### config.mk
export PLATFORM = sky130hd
export DESIGN_NAME = ak4619_tdm_engine
export DESIGN_NICKNAME = d
export VERILOG_FILES = /design/src/rtl/tdm_pkg.sv /design/src/rtl/tdm_slot_ser.sv /design/src/rtl/ak4619_tdm_engine.sv
export SDC_FILE = /design/constraint.sdc
export NUM_CORES = 1
export LEC_CHECK = 0
export BUFFER_PORTS_ARGS = -buffer_cell sky130_fd_sc_hd__buf_2
export CORE_MARGIN = 2
export CORE_UTILIZATION = 30
export CTS_BUF_LIST = sky130_fd_sc_hd__clkbuf_16
export CTS_CLUSTER_DIAMETER = 150
export DETAILED_ROUTE_END_ITERATION = 8
export PLACE_DENSITY_LB_ADDON = 0.1
export SKIP_LAST_GASP = 1
export SLEW_MARGIN = 20
export SYNTH_ARGS = -nofsm -noshare
export SYNTH_HDL_FRONTEND = slang
export SYNTH_SLANG_ARGS = --single-unit
### constraint.sdc
create_clock -name clk_256fs -period 2.6 [get_ports clk_256fs]
set_clock_uncertainty 0.15 [all_clocks]
set_input_delay 0.52 -clock clk_256fs [delete_from_list [all_inputs] [get_ports clk_256fs]]
set_output_delay 0.52 -clock clk_256fs [all_outputs]
set_load 0.05 [all_outputs]
### src/rtl/tdm_pkg.sv
// rtl/tdm_pkg.sv - frame timing constants and slot/bit index helpers for the AK4619 TDM engine
package tdm_pkg;

   localparam int FRAME_CYCLES = 256;
   localparam int FCNT_W       = 8;

   // A frame must be exactly one fs period of the 256fs clock and every sample must fit its slot.
   function automatic bit cfg_legal(input int w, input int slots, input int slot_bits,
                                    input int bclk_div);
      return (w >= 1) && (w <= slot_bits) && (bclk_div >= 2) && ((bclk_div % 2) == 0)
          && ((slots * slot_bits * bclk_div) == FRAME_CYCLES);
   endfunction

   function automatic logic [FCNT_W-1:0] fcnt_phase(input logic [FCNT_W-1:0] fcnt,
                                                     input int div_log2);
      return fcnt & ~({FCNT_W{1'b1}} << div_log2);
   endfunction

   function automatic logic [FCNT_W-1:0] bit_index(input logic [FCNT_W-1:0] fcnt,
                                                    input int div_log2);
      return fcnt >> div_log2;
   endfunction

   function automatic logic [FCNT_W-1:0] slot_of(input logic [FCNT_W-1:0] bidx,
                                                  input int sb_log2);
      return bidx >> sb_log2;
   endfunction

   function automatic logic [FCNT_W-1:0] bit_in_slot(input logic [FCNT_W-1:0] bidx,
                                                      input int sb_log2);
      return bidx & ~({FCNT_W{1'b1}} << sb_log2);
   endfunction

endpackage

### src/rtl/tdm_slot_ser.sv
// rtl/tdm_slot_ser.sv - frame-wide DAC shift register, samples left-aligned in zero-padded slots
module tdm_slot_ser
   import tdm_pkg::*;
#(
   parameter int W         = 16,
   parameter int SLOTS     = 4,
   parameter int SLOT_BITS = 32
)(
   input  logic                 clk,
   input  logic                 rst_n,
   input  logic                 i_load,
   input  logic [SLOTS*W-1:0]   i_frame,
   input  logic                 i_shift,
   output logic                 o_bit
);

   localparam int FRAME_BITS = SLOTS * SLOT_BITS;

   logic [FRAME_BITS-1:0] r_sr;
   logic [FRAME_BITS-1:0] w_pad;

   // Slot 0 goes out first, so it occupies the top of the register.
   always_comb begin
      w_pad = '0;
      for (int s = 0; s < SLOTS; s++) begin
         w_pad[FRAME_BITS-1-s*SLOT_BITS -: W] = i_frame[s*W +: W];
      end
   end

   always_ff @(posedge clk or negedge rst_n) begin
      if (!rst_n) begin
         r_sr <= '0;
      end else if (i_load) begin
         r_sr <= w_pad;
      end else if (i_shift) begin
         r_sr <= {r_sr[FRAME_BITS-2:0], 1'b0};
      end
   end

   assign o_bit = r_sr[FRAME_BITS-1];

endmodule

### src/rtl/ak4619_tdm_engine.sv
// rtl/ak4619_tdm_engine.sv - AK4619 TDM engine: BICK/LRCK generation, DAC serialiser, ADC deserialiser
module ak4619_tdm_engine
   import tdm_pkg::*;
#(
   parameter int W           = 16,
   parameter int SLOTS       = 4,
   parameter int SLOT_BITS   = 32,
   parameter int BCLK_DIV    = 2,
   parameter int MUTE_FRAMES = 4
)(
   input  logic                 clk_256fs,
   input  logic                 rst_n,
   output logic                 o_bick,
   output logic                 o_lrck,
   output logic                 o_sdin,
   input  logic                 i_sdout,
   input  logic [SLOTS*W-1:0]   i_dac,
   input  logic                 i_dac_valid,
   output logic                 o_dac_ready,
   output logic [SLOTS*W-1:0]   o_adc,
   output logic                 o_adc_valid,
   output logic                 o_frame_strobe,
   output logic                 o_underrun
);

   localparam int DIV_LOG2 = $clog2(BCLK_DIV);
   localparam int SB_LOG2  = $clog2(SLOT_BITS);
   localparam int CAP_W    = SLOTS * W;
   localparam int CAP_IW   = (CAP_W < 2) ? 1 : $clog2(CAP_W);
   localparam int MUTE_W   = (MUTE_FRAMES < 1) ? 1 : $clog2(MUTE_FRAMES + 1);

   if (!cfg_legal(W, SLOTS, SLOT_BITS, BCLK_DIV)) begin : g_illegal_cfg
      $error("ak4619_tdm_engine: W/SLOTS/SLOT_BITS/BCLK_DIV do not form a legal 256fs frame");
   end

   logic [FCNT_W-1:0] r_fcnt;
   logic [MUTE_W-1:0] r_mute_cnt;
   logic [CAP_W-1:0]  r_hold;
   logic              r_hold_full;
   logic [CAP_W-1:0]  r_cap;
   logic              r_bick;
   logic              r_lrck;
   logic              r_sdin;
   logic [CAP_W-1:0]  r_adc;
   logic              r_adc_valid;
   logic              r_frame_strobe;
   logic              r_underrun;

   logic [FCNT_W-1:0] w_phase;
   logic [FCNT_W-1:0] w_bidx;
   logic [FCNT_W-1:0] w_slot;
   logic [FCNT_W-1:0] w_sbit;
   logic              w_fall;
   logic              w_sample;
   logic              w_frame_end;
   logic              w_muted;
   logic              w_xfer;
   logic              w_ser_bit;
   logic [CAP_W-1:0]  w_load_frame;
   logic [CAP_W-1:0]  w_cap_next;
   logic [CAP_IW-1:0] w_cap_idx;

   assign w_phase     = fcnt_phase(r_fcnt, DIV_LOG2);
   assign w_bidx      = bit_index(r_fcnt, DIV_LOG2);
   assign w_slot      = slot_of(w_bidx, SB_LOG2);
   assign w_sbit      = bit_in_slot(w_bidx, SB_LOG2);
   assign w_fall      = (w_phase == '0);
   assign w_sample    = (w_phase == FCNT_W'(BCLK_DIV / 2));
   assign w_frame_end = (r_fcnt == FCNT_W'(FRAME_CYCLES - 1));
   assign w_muted     = (r_mute_cnt != '0);
   assign w_xfer      = i_dac_valid & ~r_hold_full;

   // An empty holding register at the frame boundary sends a silent frame.
   assign w_load_frame = r_hold_full ? r_hold : '0;

   tdm_slot_ser #(
      .W         (W),
      .SLOTS     (SLOTS),
      .SLOT_BITS (SLOT_BITS)
   ) u_ser (
      .clk     (clk_256fs),
      .rst_n   (rst_n),
      .i_load  (w_frame_end),
      .i_frame (w_load_frame),
      .i_shift (w_fall),
      .o_bit   (w_ser_bit)
   );

   // The last bit of the frame lands in the same cycle the frame is published, so publish the merged value.
   always_comb begin
      w_cap_next = r_cap;
      w_cap_idx  = CAP_IW'(int'(w_slot) * W + (W - 1) - int'(w_sbit));
      if (w_sample && (int'(w_sbit) < W)) begin
         w_cap_next[w_cap_idx] = i_sdout;
      end
   end

   always_ff @(posedge clk_256fs or negedge rst_n) begin
      if (!rst_n) begin
         r_fcnt         <= '0;
         r_mute_cnt     <= MUTE_W'(MUTE_FRAMES);
         r_hold         <= '0;
         r_hold_full    <= 1'b0;
         r_cap          <= '0;
         r_bick         <= 1'b0;
         r_lrck         <= 1'b0;
         r_sdin         <= 1'b0;
         r_adc          <= '0;
         r_adc_valid    <= 1'b0;
         r_frame_strobe <= 1'b0;
         r_underrun     <= 1'b0;
      end else begin
         r_fcnt         <= r_fcnt + FCNT_W'(1);
         r_bick         <= (w_phase >= FCNT_W'(BCLK_DIV / 2));
         r_lrck         <= (r_fcnt < FCNT_W'(FRAME_CYCLES / 2));
         r_cap          <= w_cap_next;
         r_frame_strobe <= w_frame_end;
         r_adc_valid    <= w_frame_end & ~w_muted;
         r_underrun     <= w_frame_end & ~r_hold_full & ~w_muted;
         if (w_fall) begin
            r_sdin <= w_ser_bit & ~w_muted;
         end
         if (w_frame_end) begin
            if (w_muted) begin
               r_mute_cnt <= r_mute_cnt - MUTE_W'(1);
            end else begin
               r_adc <= w_cap_next;
            end
         end
         if (w_frame_end && r_hold_full) begin
            r_hold_full <= 1'b0;
         end else if (w_xfer) begin
            r_hold      <= i_dac;
            r_hold_full <= 1'b1;
         end
      end
   end

   assign o_bick         = r_bick;
   assign o_lrck         = r_lrck;
   assign o_sdin         = r_sdin;
   assign o_dac_ready    = ~r_hold_full;
   assign o_adc          = r_adc;
   assign o_adc_valid    = r_adc_valid;
   assign o_frame_strobe = r_frame_strobe;
   assign o_underrun     = r_underrun;

endmodule

=== Word-level counts from Yosys, hierarchy flattened ===
Cells that the tools add are included.

* Output and inout port bits: 71
* Logic and storage cells: 50
* Input bits: 68
* Register bits after elaboration: 338

* Equality and inequality tests: 1
* Mux-type cells: 9
* Add/sub/neg operators: 4
* Bitwise operators: 8
* Reduce and logical (&&, ||, !) cells: 10
* Order comparisons: 5

{| class="wikitable"
|+ Operators by type and width
! operator !! number
|-
| 2-to-1 mux 128 bit || 2
|-
| 2-to-1 mux 64 bit || 2
|-
| bitwise mux 64 bit || 1
|-
| adder 8 x 1 -> 8 bit, second input constant || 1
|-
| == test 8 bit, second input constant || 1
|-
| zero test 8 bit || 1
|-
| < comparator 8 bit, second input constant || 1
|-
| < comparator 6 x 7 -> 1 bit, second input constant || 1
|-
| adder 6 x 4 -> 6 bit, second input constant || 1
|-
| demux 1 bit (select 6 bit) || 1
|-
| greater-or-equal comparator 6 x 1 -> 1 bit, second input constant || 1
|-
| AND reduction 2 bit || 3
|-
| subtractor 6 x 5 -> 6 bit || 1
|-
| AND 1 bit || 5
|-
| < comparator 5 bit, second input constant || 1
|-
| nonzero test 2 bit || 2
|-
| logical AND 1 bit || 3
|-
| 2-to-1 mux 1 bit || 3
|-
| inverter 1 bit || 3
|-
| nonzero test 3 bit || 1
|-
| subtractor 3 x 1 -> 3 bit, second input constant || 1
|-
| greater-or-equal comparator 1 bit, second input constant || 1
|}

=== Depth between registers and ports, before layout ===
Gate-level depths: netlist of the first run.

* Depth in word-level cells: 8
* Mapped depth: 7
* Mapped depth without buffers: 5

=== Cells and area by module ===
Synthesis of the first run repeated with hierarchy kept, for this count alone.

* Cell total of the unflattened synthesis: 1093
* Area total of the unflattened synthesis: 13673.1 um^2

{| class="wikitable"
|+ By module, submodules not included
! module !! sequential area each (um^2) !! cells an instance !! instances !! area each (um^2)
|-
| ak4619_tdm_engine || 5256.3 || 661 || 1 || 8775.9
|-
| tdm_slot_ser || 2802.7 || 432 || 1 || 4897.2
|}

=== Worst setup path after synthesis of the first run ===
Ideal clock, no wire load.

* Path kind: register to register
* Start point: register r_fcnt[0]
* End point: register r_adc[14] (netlist: o_adc[14])
* Stages on the path, launching flop included: 7
* Required time: 2.325 ns
* Period minus slack after synthesis: 1.955 ns
* Setup time: 0.125 ns
* Path buffers: 2
* Setup slack: 0.645 ns
* Arrival time: 1.680 ns
* Cells stage by stage: dfrtp_1 ha_1 nand3_2 nor3_1 buf_2 buf_4 mux2_2

* Longest elaborated chain between the ends: 2
* Elaborated cells on any way between the ends: 4
* Classes of those cells: eq/ne (1); mux (1); reduce/logical (2)

{| class="wikitable"
|+ Ends and longest elaborated chain
! element !! line !! text
|-
| start, declared || ak4619_tdm_engine.sv:36 || <nowiki>logic [FCNT_W-1:0] r_fcnt;</nowiki>
|-
| start signal, assigned || ak4619_tdm_engine.sv:113 || <nowiki>r_fcnt <= r_fcnt + FCNT_W'(1);</nowiki>
|-
| == test 8 bit / logical AND 1 bit (equally long branches) || ak4619_tdm_engine.sv:69, ak4619_tdm_engine.sv:93 ||
|-
| AND reduction 2 bit (no line) / 2-to-1 mux 64 bit (equally long branches) || n/a ||
|-
| end signal, assigned || ak4619_tdm_engine.sv:127 || <nowiki>r_adc <= w_cap_next;</nowiki>
|-
| end, declared || ak4619_tdm_engine.sv:44 || <nowiki>logic [CAP_W-1:0] r_adc;</nowiki>
|}

Parallel ways exist; a longest one is shown, timed or not.
A chain may end at the register's enable or synchronous reset.

=== Final worst setup path of the first run ===
* Start point: register r_fcnt[5]
* End point: register r_cap[8]

* Longest elaborated chain between the ends: 7
* Elaborated cells on any way between the ends: 10
* Classes of those cells: add/sub (1); order compare (3); mux (4); reduce/logical (2)

{| class="wikitable"
|+ Ends and longest elaborated chain
! element !! line !! text
|-
| subtractor 6 x 5 -> 6 bit || ak4619_tdm_engine.sv:92 || <nowiki>w_cap_idx = CAP_IW'(int'(w_slot) * W + (W - 1) - int'(w_sbit));</nowiki>
|-
| < comparator 6 x 7 -> 1 bit (implied by the code) / greater-or-equal comparator 6 x 1 -> 1 bit (equally long branches) || ak4619_tdm_engine.sv:94 || <nowiki>w_cap_next[w_cap_idx] = i_sdout;</nowiki>
|-
| logical AND 1 bit (implied by the code) || ak4619_tdm_engine.sv:94 ||
|-
| 2-to-1 mux 1 bit (implied by the code) || ak4619_tdm_engine.sv:94 ||
|-
| demux 1 bit (select 6 bit) || ak4619_tdm_engine.sv:94 ||
|-
| bitwise mux 64 bit || ak4619_tdm_engine.sv:94 ||
|-
| 2-to-1 mux 64 bit * || ak4619_tdm_engine.sv:93 || <nowiki>if (w_sample && (int'(w_sbit) < W)) begin</nowiki>
|-
| named net w_cap_next[8] || ak4619_tdm_engine.sv:60 || <nowiki>logic [CAP_W-1:0] w_cap_next;</nowiki>
|-
| end signal, assigned || ak4619_tdm_engine.sv:116 || <nowiki>r_cap <= w_cap_next;</nowiki>
|-
| end, declared || ak4619_tdm_engine.sv:40 || <nowiki>logic [CAP_W-1:0] r_cap;</nowiki>
|}

The timed path passes the listed nets; every way through them passes the cells marked *.

==> impl_metrics.ini, run 1 <==
[layout]
n_antenna_cell = 0
n_fill_cell = 4382
area_delta_synth_final_pct = 20.83
nets = 1236
drive_gt1_share_pct = 30.96

[logic_synthesis]
synthMuxAreaShare_pct = 23.90
synth_cell_types = 35
yosysTopAreaCell = dfrtp_1
synth_top_family_by_area = multiplexers
syn_inst = 1023
synth_ff_type = dfrtp_1
synth_edf_count = 0
ys_top_cells_by_area = dfrtp_1, mux2i_1, mux2_2, o41ai_1, nand2_1
postSynthAreaPerCell_um2 = 13.15
async_flop_share_pct = 100.0
synth_compound_area_share_pct = 6.046
synth_seq_cells = 322
ys_seq_area_share_pct = 59.91
synth_fa_ha_area_share_pct = 0.4651
synth_nets = 1096
yosys_warnings = 0
synth_area_mm2 = 0.01345
yosys.area_share.simple_pct = 6.130
netlist.area_leader.share_pct = 59.72
synthXorXnorAreaFrac_pct = 0.5860

[grt]
grt_pass1_vias = 8782
grt_max_degree = 117
grtUsageTotal_pct = 13.81
grt_pass1_wl_um = 51520
grt_overflow = 0
grt_antenna_before_repair = 0

[sta]
timing.final.max_slew_violations = 0
fin_crit_sh_pct = 84.52
layout_setup_ws_ns = 0.4025
setup_viol = 0
fmax_mhz = 455.1
finalHoldWorstSlack_ns = 0.05353
finalHoldViolations = 0
fin_tns_setup_ns = 0
slew_headroom_pct = 45.63
tightest_slew_ns = 0.8156
post-route-min-period_ns = 2.197
rsz0062_at_grt = false

[worst_setup_path]
crit_fanout = 12
worstSetupPathType = register to register
cp_cell_sequence = ha_1 > xnor2_2 > nand3_1 > o21ai_0
cp-start-kind = register
cp_data_arrival_time_ns = 2.49
cp_num_buf_inv = 0
cp-end-kind = register
worstPathRequired_ns = 2.90
crit_family = flip-flops
crit_slowest_cell = dfrtp_1
max_stage_delay_ns = 0.50

[drt]
routed_wl_um = 31400
dr.pass1.iters = 5
vias = 8468
avgRoutedWirePerCell_um = 17.60
first_iter_violations = 443
drtAntennaViolNets = 0
drc = 0
vias_per_cell = 4.747

[clocking]
post_cts_resized = 0
cts_setup_buffers = 0
cts_buffer_depth = 3
h-tree-depth = 2
numCtsBuffers = 40
clk_pin_slew_ns = 0.05
worstSkewPairLatency_ns = 0.55
numClockSinks = 322
cts_tree = yes
root_buffer = clkbuf_16
hold_buffers = 1

[floorplanning]
die-area_mm2 = 0.04655
die_y_um = 215.8
start_util_pct = 30.42
io_pins = 139
core_area_mm2 = 0.04422
die_w_um = 215.8
rows = 77

[placed_design]
post-dp-hpwl_um = 19930
detailedPlace.worstSlack_ns = 0.4135
place.gp.congestion = 0.7078
port_buffers = 138

[run]
cap_viol_max_count = 0

[power_and_ir_drop]
ir_drop_mv = 0.3567
powerDensity_mw_per_mm2 = 650.0
p_leak_uw = 0.008241
finalPower_uw = 10560

[outcome]
status = finished clean

[min_path]
hold_path.class = input port to register
==> report_power, final <==
| group | switching (µW) | leakage (µW) | internal, µW |
|---|---|---|---|
| clock network | 2140 | 0.000637 | 3040 |
| logic | 151 | 0.00343 | 113 |
| registers | 38.7 | 0.00418 | 5080 |
| total | 2330 | 0.00824 | 8230 |
==> sequential cells by signal, indices dropped and copies added (netlist names) <==
name / count
o_bick: 1
r_mute_cnt: 3
o_sdin: 1
o_lrck: 1
r_hold_full: 1
r_hold: 64
o_frame_strobe: 1
r_cap: 64
r_fcnt: 8
o_adc: 64
o_underrun: 1
u_ser.r_sr: 112
o_adc_valid: 1
==> layer usage <==
metal  wire [µm]  global-route usage (%)  vias up
li1            -                       -     3987
met2       13860                   20.88      192
met1       15230                   19.48     4245
met3        1653                   3.622       44
met5           0                       0        -
met4         648                   3.862        0
==> stage by stage <==
| stage | utilization (%) | instances | area (µm²) |
|---|---|---|---|
| floorplan | - | 1023 | 13450 |
| global placement | 33.99 | 1712 | 15030 |
| detailed placement | 33.99 | 1712 | 15030 |
| CTS | 36.75 | 1784 | 16250 |
| global route | 36.75 | 1784 | 16250 |
| finish | 36.75 | 1784 | 16250 |
==> cell families after synthesis <==
family / count (synthesis)
muxes: 305
buffers and inverters: 88
adders and majority gates: 5
xor gates and xnor gates: 9
and+or+nand+nor: 180
AOI/OAI and AO/OA: 114
DFF: 322
==> layout by cell type, fill, tap and decap left out, drive strengths merged, types with 2 or more instances in the layout <==
cell,instances
buf,177
bufinv,2
clkbuf,41
clkinv,15
dfrtp,321
ha,5
inv,21
mux2,129
mux2i,176
nand2,72
nand2b,6
nand3,11
nand4,17
nor2,53
nor2b,4
nor3,4
o21ai,49
o2bb2ai,16
o41ai,48
or2,5
xnor2,6
xor2,3
==> synth_stat cells (all sizes together) (3+ instances only) <==
cell and number:
nor3 4, nor2 53, nand2 72, xnor2 6
inv 8, o41ai 48, mux2i 176, mux2 129
o2bb2ai 16, clkbuf 34, nor2b 4, ha 5
or2 5, o21ai 49, nand2b 6, buf 46
nand3 11, nand4 17, xor2 3, dfrtp 321
==> cell type report <==
class / instances / area (µm²) / area share (%)
tap: 592 / 740.7 / 4.557
sequential: 322 / 8064 / 49.62
multi-input combinational: 613 / 5029 / 30.94
clock inverter: 30 / 185.2 / 1.139
clock buffer: 41 / 1026 / 6.313
inverter: 8 / 30.03 / 0.1848
timing repair buffer: 178 / 1179 / 7.252
==> worst paths after layout <==
path	start	to	slack, ns	depth (start not counted)
max in group asynchronous	rst_n	r_hold[34]	1.19	3
min in group asynchronous	rst_n	r_cap[21]	0.39	2
hold reg to reg	r_cap[2]	r_cap[2]	0.35	1
setup reg to reg	r_fcnt[5]	r_cap[8]	0.40	4
hold / removal	i_dac[38]	r_hold[38]	0.05	2
setup / recovery	r_fcnt[5]	r_cap[8]	0.40	4
Power figures use the tool's default switching activity.
==> inputs of run 2 (changes only) <==
==> constraint.sdc (replaced) <==
create_clock -name clk_256fs -period 2.11 [get_ports clk_256fs]
set_clock_uncertainty 0.15 [all_clocks]
set_input_delay 0.422 -clock clk_256fs [delete_from_list [all_inputs] [get_ports clk_256fs]]
set_output_delay 0.422 -clock clk_256fs [all_outputs]
set_load 0.05 [all_outputs]
==> run 2 against run 1 <==
Compared with the run above: maximum frequency grew 9.2%; cell count rose by 5.1%; first-iteration DRC count down 10%; global-route usage increased by 0.39 points; design area up 5.6%; sequential share of layout area down 2.6 points; largest cell class unchanged.
==> impl_metrics.ini, run 2 (synthesized netlist as in run 1, its figures left out) <==
[layout]
layout_common_cells = dfrtp_1, mux2i_1, buf_2, mux2_2, nand2_1
regMostFlops = u_ser.r_sr
area_delta_synth_final_pct = 27.63
nets = 1329
largest_register_ffs = 112
final_util_pct = 38.83
drive_gt1_share_pct = 31.41
stdcell_area_mm2 = 0.01717
final_common_cell = dfrtp_1
n_antenna_cell = 0
n_fill_cell = 4301

[grt]
grt_pass1_vias = 9280
grt_antenna_before_repair = 0
grt_pass1_wl_um = 52960
grtUsageTotal_pct = 14.19
grt_overflow = 0
grt_max_degree = 117

[worst_setup_path]
cp_data_arrival_time_ns = 2.30
cp-start-kind = register
cp_cell_sequence = inv_1 > ha_1 > nand2b_1 > nor3_4 > buf_12 > buf_6 > mux2_2
worstPathRequired_ns = 2.39
cp-end-kind = register
crit_slowest_cell = mux2_2
max_stage_delay_ns = 0.36
worstSetupPathType = register to register
crit_fanout = 18

[min_path]
hold_path.class = input port to async pin

[clocking]
clk_pin_slew_ns = 0.06
h-tree-depth = 2
cts_buffer_depth = 3
worstSkewPairLatency_ns = 0.55
numClockSinks = 322
root_buffer = clkbuf_16
numCtsBuffers = 39
cts_tree = yes

[drt]
wl_met3_um = 1355
vias_per_cell = 4.655
wl_met1_um = 15350
drtAntennaViolNets = 0
avgRoutedWirePerCell_um = 17.13
vias = 8729
routed_wl_um = 32120
first_iter_violations = 398
dr.pass1.iters = 4
drc = 0
top_layer = met4
met2WireLength_um = 14850

[sta]
finalHoldViolations = 0
rsz0062_at_grt = true
tightest_slew_ns = 0.8234
timing.final.max_slew_violations = 0
post-route-min-period_ns = 2.013
slew_headroom_pct = 45.11
fmax_mhz = 496.7
setup_viol = 0
finalHoldWorstSlack_ns = 0.1651
fin_crit_sh_pct = 95.41

[floorplanning]
io_pins = 139
start_util_pct = 30.42
die_w_um = 215.8
die-area_mm2 = 0.04655
core_area_mm2 = 0.04422
die_y_um = 215.8
rows = 77

[placed_design]
place.gp.congestion = 0.7012
post_dp_cell_area_mm2 = 0.01522
post-dp-hpwl_um = 20110
port_buffers = 138

[power_and_ir_drop]
p_leak_uw = 0.008672
powerDensity_mw_per_mm2 = 756.5
ir_drop_mv = 0.4672

[run]
cap_viol_max_count = 0

[outcome]
status = finished clean
## run 2: changes by cell type in the layout (fill, tap and decap cells not counted), moves of 2 or more
cell / previous run / this run
o41ai_1: 48 / 45
clkinv_1: 10 / 6
buf_4: 25 / 51
o41ai_2: 0 / 3
buf_6: 0 / 2
inv_1: 19 / 21
dlygate4sd3_1: 1 / 65
## run 2: cell type report
cell class                 instances  area (µm²)  area share [%]
clock buffer                      40        1001           5.830
clock inverter                    28       185.2           1.079
inverter                           8       30.03          0.1749
multi-input combinational        613        5066           29.51
sequential                       322        8064           46.97
tap                              592       740.7           4.314
timing repair buffer             272        2082           12.13
## run 2: path summary, 6_finish.rpt
path                               start  depth (start not counted)  slack [ns]             end
setup / recovery           r_mute_cnt[0]                          7         0.1       o_adc[37]
hold / removal                     rst_n                          2        0.17  u_ser.r_sr[18]
setup reg to reg           r_mute_cnt[0]                          7         0.1       o_adc[37]
hold reg to reg                   o_sdin                          2        0.33          o_sdin
max in group asynchronous          rst_n                          3        0.83       r_hold[7]
min in group clk_256fs           i_sdout                          4        0.19       r_cap[10]
## run 2: metal layers
layer | vias to the layer above | global-route usage, %
met5 | - | 0
met4 | 0 | 4.460
met2 | 171 | 22.26
met3 | 36 | 2.734
li1 | 4141 | -
met1 | 4381 | 19.79
## run 2: per-stage QoR
step	setup WS, ns	TNS, ns	power (µW)	cells
2_1_floorplan	0.1549	0	6494	1023
4_1_cts	-0.02313	-0.2486	13290	1872
3_3_place_gp	0.06151	0	6747	1739
3_5_place_dp	-0.01945	-0.07892	6752	1739
6_report	0.09688	0	12990	1875
5_1_grt	-0.03014	-0.2661	13580	1875
## run 2: where the power goes
group          switching, µW  internal (µW)  total [µW]
Combinational            200            209         409
Clock                   2610           3670        6270
Sequential              48.4           6260        6310
## run 2: what timing repair did
item	CTS	global route
hold buffers	65	0
endpoints found under the hold margin	362	0
pin swaps	0	2
resized for setup	0	9
gates cloned	0	1
setup buffers	0	2
endpoints found under the setup margin	34	79
## run 2: worst max-delay path: cells and delay by family, from the launching register on
kind	cells	cell delay [ns]
mux	1	0.36
buf+inv	3	0.46
flops	1	0.35
fa+ha+maj	1	0.20
simple gates	2	0.36
==> inputs of run 3 (changes only) <==
--- a/config.mk
+++ b/config.mk
@@ -6,7 +6,6 @@
 export NUM_CORES = 1
 export LEC_CHECK = 0
 export BUFFER_PORTS_ARGS = -buffer_cell sky130_fd_sc_hd__buf_2
-export CORE_MARGIN = 2
 export CORE_UTILIZATION = 30
 export CTS_BUF_LIST = sky130_fd_sc_hd__clkbuf_16
 export CTS_CLUSTER_DIAMETER = 150
==> run 3 against run 2 <==
Compared with the run above: maximum frequency is 0.55% lower; first-iteration DRC count decreased by 12%; critical path depth fell by 2; setup slack worse by 0.011 ns; non-clock buffer count unchanged; die area decreased by 1.8%; total power decreased by 0.83%.
==> impl_metrics.ini, run 3 (synthesized netlist as in run 1, its figures left out) <==
[sta]
tightest_slew_ns = 0.8366
finalHoldWorstSlack_ns = 0.1924
fmax_mhz = 494.0
post-route-min-period_ns = 2.024
rsz0062_at_grt = false
timing.final.max_slew_violations = 0
setup_viol = 0
fin_crit_sh_pct = 95.94
fin_tns_setup_ns = 0
finalHoldViolations = 0
slew_headroom_pct = 44.23

[floorplanning]
io_pins = 139
core_area_mm2 = 0.04422
die-area_mm2 = 0.04569
start_util_pct = 30.42
rows = 77
die_y_um = 213.8
die_w_um = 213.8

[drt]
first_iter_violations = 350
vias = 8752
avgRoutedWirePerCell_um = 17.15
routed_wl_um = 32170
drc = 0
dr.pass1.iters = 5
drtAntennaViolNets = 0
vias_per_cell = 4.665

[grt]
grt_max_degree = 116
grtUsageTotal_pct = 14.69
grt_overflow = 0
grt_pass1_vias = 9054
grt_antenna_before_repair = 0
grt_pass1_wl_um = 52170

[worst_setup_path]
r2r_start = r_fcnt[0]
cp-startpoint = r_fcnt[0]
worstPathRequired_ns = 2.38
cp-end-kind = register
worstSetupPathType = register to register
cp-start-kind = register
crit_fanout = 36
cp_data_arrival_time_ns = 2.29

[outcome]
status = finished clean

[placed_design]
place.gp.congestion = 0.7200
dp.cells = 1739
post-dp-hpwl_um = 20060
port_buffers = 138

[clocking]
cts_buffer_depth = 3
numClockSinks = 322
clk_pin_slew_ns = 0.06
h-tree-depth = 2
cts_tree = yes
numCtsBuffers = 38
root_buffer = clkbuf_16
worstSkewPairLatency_ns = 0.55

[layout]
final_common_cell = dfrtp_1
drive_gt1_share_pct = 30.92
nets = 1328
area_delta_synth_final_pct = 27.88
layout_common_cells = dfrtp_1, mux2i_1, buf_2, mux2_2, nand2_1
final_cell_count_no_fill = 1876
final_util_pct = 38.90
regMostFlops = u_ser.r_sr
largest_register_ffs = 112
n_antenna_cell = 0
n_fill_cell = 4298

[run]
cap_viol_max_count = 0

[power_and_ir_drop]
powerDensity_mw_per_mm2 = 748.9
p_leak_uw = 0.008677
ir_drop_mv = 0.4533
finalPower_uw = 12880

[min_path]
holdCritStartpoint = i_sdout
hold_path.class = input port to register
run 3: path summary, 6_finish.rpt:
kind                       slack (ns)              end  cells past startpoint
max reg2reg                      0.09         o_adc[6]                      5
max                              0.09         o_adc[6]                      5
min in group asynchronous        0.24         r_cap[8]                      2
min reg2reg                      0.33         r_cap[2]                      1
max in group asynchronous        0.88  u_ser.r_sr[109]                      3
min                              0.19        r_cap[59]                      4
run 3: per-stage QoR:
| step | instance area (µm²) | setup WS, ns |
|---|---|---|
| 3_3_place_gp | 15300 | 0.05067 |
| 6_report | 17200 | 0.08564 |
| 5_1_grt | 17200 | 0.005545 |
| 2_1_floorplan | 13450 | 0.1549 |
| 3_5_place_dp | 15300 | 0.05252 |
| 4_1_cts | 17180 | 0.03086 |
run 3: power by group:
part	internal (µW)	switching [µW]	total (µW)
Sequential	6260	45.8	6300
Combinational	219	200	419
Clock	3580	2580	6160
Total	10100	2830	12900
run 3: final cells by class:
class,count,area [µm²],share of cell area (%)
tap,592,740.7,4.306
multi-input combinational,613,5052,29.37
inverter,8,30.03,0.1746
timing repair buffer,272,2160,12.55
clock inverter,30,178.9,1.040
sequential,322,8064,46.88
clock buffer,39,975.9,5.674
run 3: critical path: stages (launching register included):
cell,delay [ns]
dfrtp_4,0.43
ha_1,0.19
nand3_2,0.09
nor3_2,0.39
buf_12,0.27
mux2_2,0.36
run 3: what timing repair did:
item,CTS,global route
gates cloned,2,0
endpoints found under the hold margin,102,0
endpoints found under the setup margin,1,29
setup buffers,1,0
gates resized for setup,1,4
hold buffers,65,0
run 3: metal layers:
| layer | global-route usage (%) | vias up | routed length [µm] |
|---|---|---|---|
| li1 | - | 4144 | - |
| met1 | 20.61 | 4398 | 15640 |
| met2 | 22.72 | 162 | 14500 |
| met3 | 3.149 | 48 | 1349 |
| met4 | 4.261 | 0 | 687 |
| met5 | 0 | - | 0 |
